File: config.mk
export PLATFORM = sky130hd
export DESIGN_NAME = pwm_peripheral_flat
export DESIGN_NICKNAME = d
export VERILOG_FILES = /design/src/rtl/pwm_peripheral_if.sv /design/src/rtl/pwm_peripheral.sv /design/src/flat_wrapper.sv
export SDC_FILE = /design/constraint.sdc
export NUM_CORES = 1
export LEC_CHECK = 0
export CAP_MARGIN = 20
export CORE_ASPECT_RATIO = 2
export CORE_MARGIN = 2
export CORE_UTILIZATION = 45
export DETAILED_ROUTE_END_ITERATION = 6
export DONT_BUFFER_PORTS = 1
export REMOVE_ABC_BUFFERS = 1
export SLEW_MARGIN = 20
export SYNTH_ARGS = -nofsm -noshare
export SYNTH_HDL_FRONTEND = slang
export SYNTH_SLANG_ARGS = --single-unit
export TNS_END_PERCENT = 1
File: constraint.sdc
create_clock -name clk -period 4.08 [get_ports clk]
set_input_delay 0.204 -clock clk [delete_from_list [all_inputs] [get_ports clk]]
set_output_delay 0.204 -clock clk [all_outputs]
set_load 0.01 [all_outputs]
File: src/rtl/pwm_peripheral_if.sv
// Configuration / output bundle between the SPI register bank and the PWM output stage.
// master drives the register bytes and enable; slave (pwm_peripheral) drives the chip outputs.
interface pwm_peripheral_if;
  logic        ena;
  logic [7:0]  en_reg_out_7_0;
  logic [7:0]  en_reg_out_15_8;
  logic [7:0]  en_reg_pwm_7_0;
  logic [7:0]  en_reg_pwm_15_8;
  logic [7:0]  pwm_duty_cycle;
  logic [15:0] out;
  logic        period_start;

  modport master (
    output ena, en_reg_out_7_0, en_reg_out_15_8, en_reg_pwm_7_0, en_reg_pwm_15_8,
           pwm_duty_cycle,
    input  out, period_start
  );

  modport slave (
    input  ena, en_reg_out_7_0, en_reg_out_15_8, en_reg_pwm_7_0, en_reg_pwm_15_8,
           pwm_duty_cycle,
    output out, period_start
  );
endinterface

File: src/rtl/pwm_peripheral.sv
// 16-bit registered output stage: each bit forced low, static high, or the shared 8-bit PWM.
// Macro PWM_DUTY_SHADOW_EN: when defined, the duty is latched only at the period wrap.
module pwm_peripheral #(
  parameter int PRESCALE   = 13,
  parameter int PRESCALE_W = 4
) (
  input  logic            clk,
  input  logic            rst,
  pwm_peripheral_if.slave bus
);

  localparam logic [PRESCALE_W-1:0] PRE_LAST = PRESCALE_W'(PRESCALE - 1);
  localparam logic [7:0]            CNT_LAST = 8'd254;

  logic [PRESCALE_W-1:0] pre_cnt_p0;
  logic [7:0]            pwm_cnt_p0;
  logic [7:0]            duty_act;
  logic                  tick;
  logic                  wrap;
  logic                  pwm_sig;
  logic [15:0]           en_out;
  logic [15:0]           en_pwm;
  logic [15:0]           out_p1;
  logic                  period_start_p1;

  function automatic logic [15:0] out_sel(input logic [15:0] eo,
                                          input logic [15:0] ep,
                                          input logic        sig);
    return eo & (~ep | {16{sig}});
  endfunction

  assign en_out = {bus.en_reg_out_15_8, bus.en_reg_out_7_0};
  assign en_pwm = {bus.en_reg_pwm_15_8, bus.en_reg_pwm_7_0};

  assign tick = bus.ena && (pre_cnt_p0 == PRE_LAST);
  assign wrap = tick && (pwm_cnt_p0 == CNT_LAST);

  // Stage p0: prescaler and PWM counter, both frozen while ena is low
  always_ff @(posedge clk) begin
    if (rst) begin
      pre_cnt_p0 <= '0;
    end else if (bus.ena) begin
      pre_cnt_p0 <= tick ? '0 : pre_cnt_p0 + PRESCALE_W'(1);
    end
  end

  always_ff @(posedge clk) begin
    if (rst) begin
      pwm_cnt_p0 <= '0;
    end else if (tick) begin
      pwm_cnt_p0 <= wrap ? '0 : pwm_cnt_p0 + 8'd1;
    end
  end

`ifdef PWM_DUTY_SHADOW_EN
  always_ff @(posedge clk) begin
    if (rst) begin
      duty_act <= '0;
    end else if (wrap) begin
      duty_act <= bus.pwm_duty_cycle;
    end
  end
`else
  assign duty_act = bus.pwm_duty_cycle;
`endif

  // pwm_cnt tops out at 254, so duty 0xFF keeps the compare true all period
  assign pwm_sig = (pwm_cnt_p0 < duty_act);

  // Stage p1: registered outputs
  always_ff @(posedge clk) begin
    if (rst) begin
      out_p1          <= '0;
      period_start_p1 <= 1'b0;
    end else if (bus.ena) begin
      out_p1          <= out_sel(en_out, en_pwm, pwm_sig);
      period_start_p1 <= wrap;
    end else begin
      out_p1          <= '0;
      period_start_p1 <= 1'b0;
    end
  end

  assign bus.out          = out_p1;
  assign bus.period_start = period_start_p1;

endmodule

File: src/flat_wrapper.sv
// flat-port wrapper written by rule: the top's interface ports become plain ports
module pwm_peripheral_flat 
#(
  parameter int PRESCALE   = 13,
  parameter int PRESCALE_W = 4
)
  (clk, rst, bus_ena, bus_en_reg_out_7_0, bus_en_reg_out_15_8, bus_en_reg_pwm_7_0, bus_en_reg_pwm_15_8, bus_pwm_duty_cycle, bus_out, bus_period_start);
  pwm_peripheral_if bus_i ();
  input  logic clk;
  input  logic rst;
  input wire logic [$bits(bus_i.ena)-1:0] bus_ena;
  input wire logic [$bits(bus_i.en_reg_out_7_0)-1:0] bus_en_reg_out_7_0;
  input wire logic [$bits(bus_i.en_reg_out_15_8)-1:0] bus_en_reg_out_15_8;
  input wire logic [$bits(bus_i.en_reg_pwm_7_0)-1:0] bus_en_reg_pwm_7_0;
  input wire logic [$bits(bus_i.en_reg_pwm_15_8)-1:0] bus_en_reg_pwm_15_8;
  input wire logic [$bits(bus_i.pwm_duty_cycle)-1:0] bus_pwm_duty_cycle;
  output wire logic [$bits(bus_i.out)-1:0] bus_out;
  output wire logic [$bits(bus_i.period_start)-1:0] bus_period_start;
  assign bus_i.ena = bus_ena;
  assign bus_i.en_reg_out_7_0 = bus_en_reg_out_7_0;
  assign bus_i.en_reg_out_15_8 = bus_en_reg_out_15_8;
  assign bus_i.en_reg_pwm_7_0 = bus_en_reg_pwm_7_0;
  assign bus_i.en_reg_pwm_15_8 = bus_en_reg_pwm_15_8;
  assign bus_i.pwm_duty_cycle = bus_pwm_duty_cycle;
  assign bus_out = bus_i.out;
  assign bus_period_start = bus_i.period_start;
  pwm_peripheral #(.PRESCALE(PRESCALE), .PRESCALE_W(PRESCALE_W)) u_core (.clk(clk), .rst(rst), .bus(bus_i));
endmodule
==> results.md <==
- Worst Path Required: 4.21 ns
- Final GP Congestion: 0.7786
- CP endpoint kind: flip-flop
- Pwr Density: 399.8 mW/mm^2
- Cells after synthesis: 144
- Post-synth EDFFs: 0
- R2r startpoint: u_core.pwm_cnt_p0[6]
- Avg Vias per Cell: 5.716
- Relative slew slack: 33.01%
- Post-CTS setup buffers: 0
- IO Pins: 60
- Die area: 0.003475 mm^2
- Vias in the first global route: 1,000
- CTS max path bufs: 2
- Pre-antenna DRT Iters: 4
- Die Span Y: 81.39 um
- Final Util: 55.12%
- Clock Skew: 0.006307 ns
- Setup repair after global routing missed its margin: false
- Asr flop ratio synth: 0%
- Root Buffer Master: clkbuf_8
- Commonest non-fill, non-tap cell in the layout: dfxtp_1
- Lkg Pwr: 0.0006652 uW
- R2R cell count: 5
- Final WL: 2894 um
- Register area share after synthesis: 43.08%
- Synthesized area: 0.001348 mm^2
- Area delta synth->final: 18.94%
- Std-Cell Core Area: 0.002908 mm^2
- Yosys reg bits: 29
- WP data arrival: 2.19 ns
- Drt drc: 0
- Fmax: 486.3 MHz
- Final min period: 2.056 ns
- Worst vdd ir: 0.3696 mV
- Most frequent cells in the layout: dfxtp_1, nand2_1, dlygate4sd3_1, inv_1, ha_1
- Via count: 1,086
- Worst hold endpoint: u_core.bus.out[11]
- IO Port Bufs: 0
- Initial core utilization: 46.34%
- Largest fanout on the critical path: 16
- Synth Flop Type: dfxtp_1
- Post-DP HPWL: 2168 um
- Max Cap Viol: 0
- WHS Path Cells: 1
- Synth unique cells: 37
- Largest net degree at the start of global routing: 18
- Pins Over Slew Limit: 0
- DR iter-0 viols: 27
- Post-DP Area: 0.001354 mm^2
- Total negative slack: 0 ns
- Total GRT Usage: 16.97%
- Synthesized area per cell: 9.358 um^2
- Layout cells sized above 1: 13.75%
- Final ANT Viol Nets: 0
- Die W: 42.70 um
- Final worst-path cycle share: 50.40%
- CTS tree: built
- Final instance area: 0.001603 mm^2
- Worst r2r dst: u_core.bus.out[8]
- Worst Hold Launch: bus_en_reg_pwm_15_8[3]
- Row Count: 28
- Startpoint Class: flip-flop
- Reg clk slew, reported paths: 0.06 ns
- Clock sink count: 29
- WL/cell: 15.23 um
- Grt ovf: 0
- Ant diodes: 0
- CTS buffer count: 5
- Critical path type: reg -> reg
- Global-route wire length before repair: 4326 um
- Worst Hold Class: in -> reg
- Slew @ Worst Pin: 1.005 ns
- R2R Setup Slk: 2.02 ns
- Outcome: finished, final reports clean
- Final count of hold timing violations: 0
- Worst skew pair latency: 0.28 ns
- NumNets Final: 213
- Initial antenna violation count: 0
- Syn. warnings: 0
- H-tree Lvls: 2
- Final setup fails: 0
==> critical path, stage by stage (launching register included) <==
cell      delay (ns)
dfxtp_1         0.37
ha_1            0.31
and4_1          0.18
o21ai_0         0.09
o221ai_2        0.80
a21oi_1         0.16
==> area by class of cell <==
class,instances,area (um^2)
repair buffers,13,130.1
clock inverters,1,30.03
flip-flops and latches,29,580.6
fillers,289,1305
well taps,30,37.54
inverters,12,45.04
clock buffers,7,86.33
multi-input cells,98,693.2
==> what timing repair did <==
item	4_1_cts	5_1_grt
hold buffers	12	1
hold endpoints to repair	17	1
gates resized for setup	0	0
==> worst max-delay path by stage <==
stage,startpoint,end,slack (ns),cells after the start
finish,u_core.pwm_cnt_p0[6],u_core.bus.out[8],2.02,5
detailed placement,u_core.pwm_cnt_p0[6],u_core.bus.out[8],1.97,5
global route,u_core.pwm_cnt_p0[6],u_core.bus.out[8],1.80,5
CTS,u_core.pwm_cnt_p0[6],u_core.bus.out[8],1.96,5
global placement,u_core.pwm_cnt_p0[6],u_core.bus.out[11],2.07,5
floorplan,u_core.pwm_cnt_p0[6],u_core.bus.out[10],2.26,5
==> registers in the layout (all words and copies together), names as in the netlist <==
signal and flops:
u_core.pwm_cnt_p0 8, u_core.bus.period_start 1, u_core.bus.out 16, u_core.pre_cnt_p0 4
==> metrics by stage <==
step	std cells	setup slack, ns	hold slack [ns]	power (uW)
after floorplan	139	2.263	0.2731	324.2
after global placement	169	2.067	0.2775	328.5
after detailed placement	169	1.972	0.2800	329.9
after CTS	189	1.963	0.001331	644.1
after global routing	190	1.804	0.00006395	663.6
final	190	2.024	0.002764	640.8
==> report_power, final <==
part | switching, uW | internal (uW)
combinational | 17.4 | 19.1
sequential | 7.37 | 291
clock | 107 | 199
==> per-layer routing <==
metal  wire length [um]  part of all wire, %  up-vias  track usage, %
met2               1628                   56       41           30.00
met5                  0                    0        -               0
li1                   -                    -      532               -
met4                 61                  2.1        0           9.375
met3                176                  6.1        7           5.111
met1               1028                   36      506           17.22
==> cell usage after synthesis (2+ instances only) <==
| master | n | area (um^2) |
|---|---|---|
| nor2_1 | 7 | 26.28 |
| inv_1 | 12 | 45.04 |
| ha_1 | 11 | 137.6 |
| a21oi_1 | 10 | 50.05 |
| or4_1 | 2 | 15.01 |
| nand3_1 | 2 | 10.01 |
| dfxtp_1 | 29 | 580.6 |
| nand4_1 | 3 | 18.77 |
| o21ai_0 | 3 | 15.01 |
| clkbuf_1 | 2 | 7.510 |
| xor2_1 | 4 | 35.03 |
| nand2b_1 | 2 | 12.51 |
| nand2_1 | 22 | 82.58 |
| o31ai_1 | 3 | 22.52 |
| a21oi_2 | 10 | 87.58 |
==> cells by family (layout without fill, tap and decap cells) <==
| family | count (synthesis) | count (layout) | synth area share (%) |
|---|---|---|---|
| flip-flops | 29 | 29 | 43.08 |
| XOR/XNOR | 4 | 4 | 2.600 |
| multiplexers | 2 | 2 | 1.578 |
| AND/OR/NAND/NOR | 45 | 45 | 17.09 |
| adder cells (fa/ha/maj) | 11 | 11 | 10.21 |
| buffers and inverters | 17 | 33 | 5.664 |
| AO/OA/AOI/OAI | 36 | 36 | 19.78 |
Power figures use the tool's default switching activity.
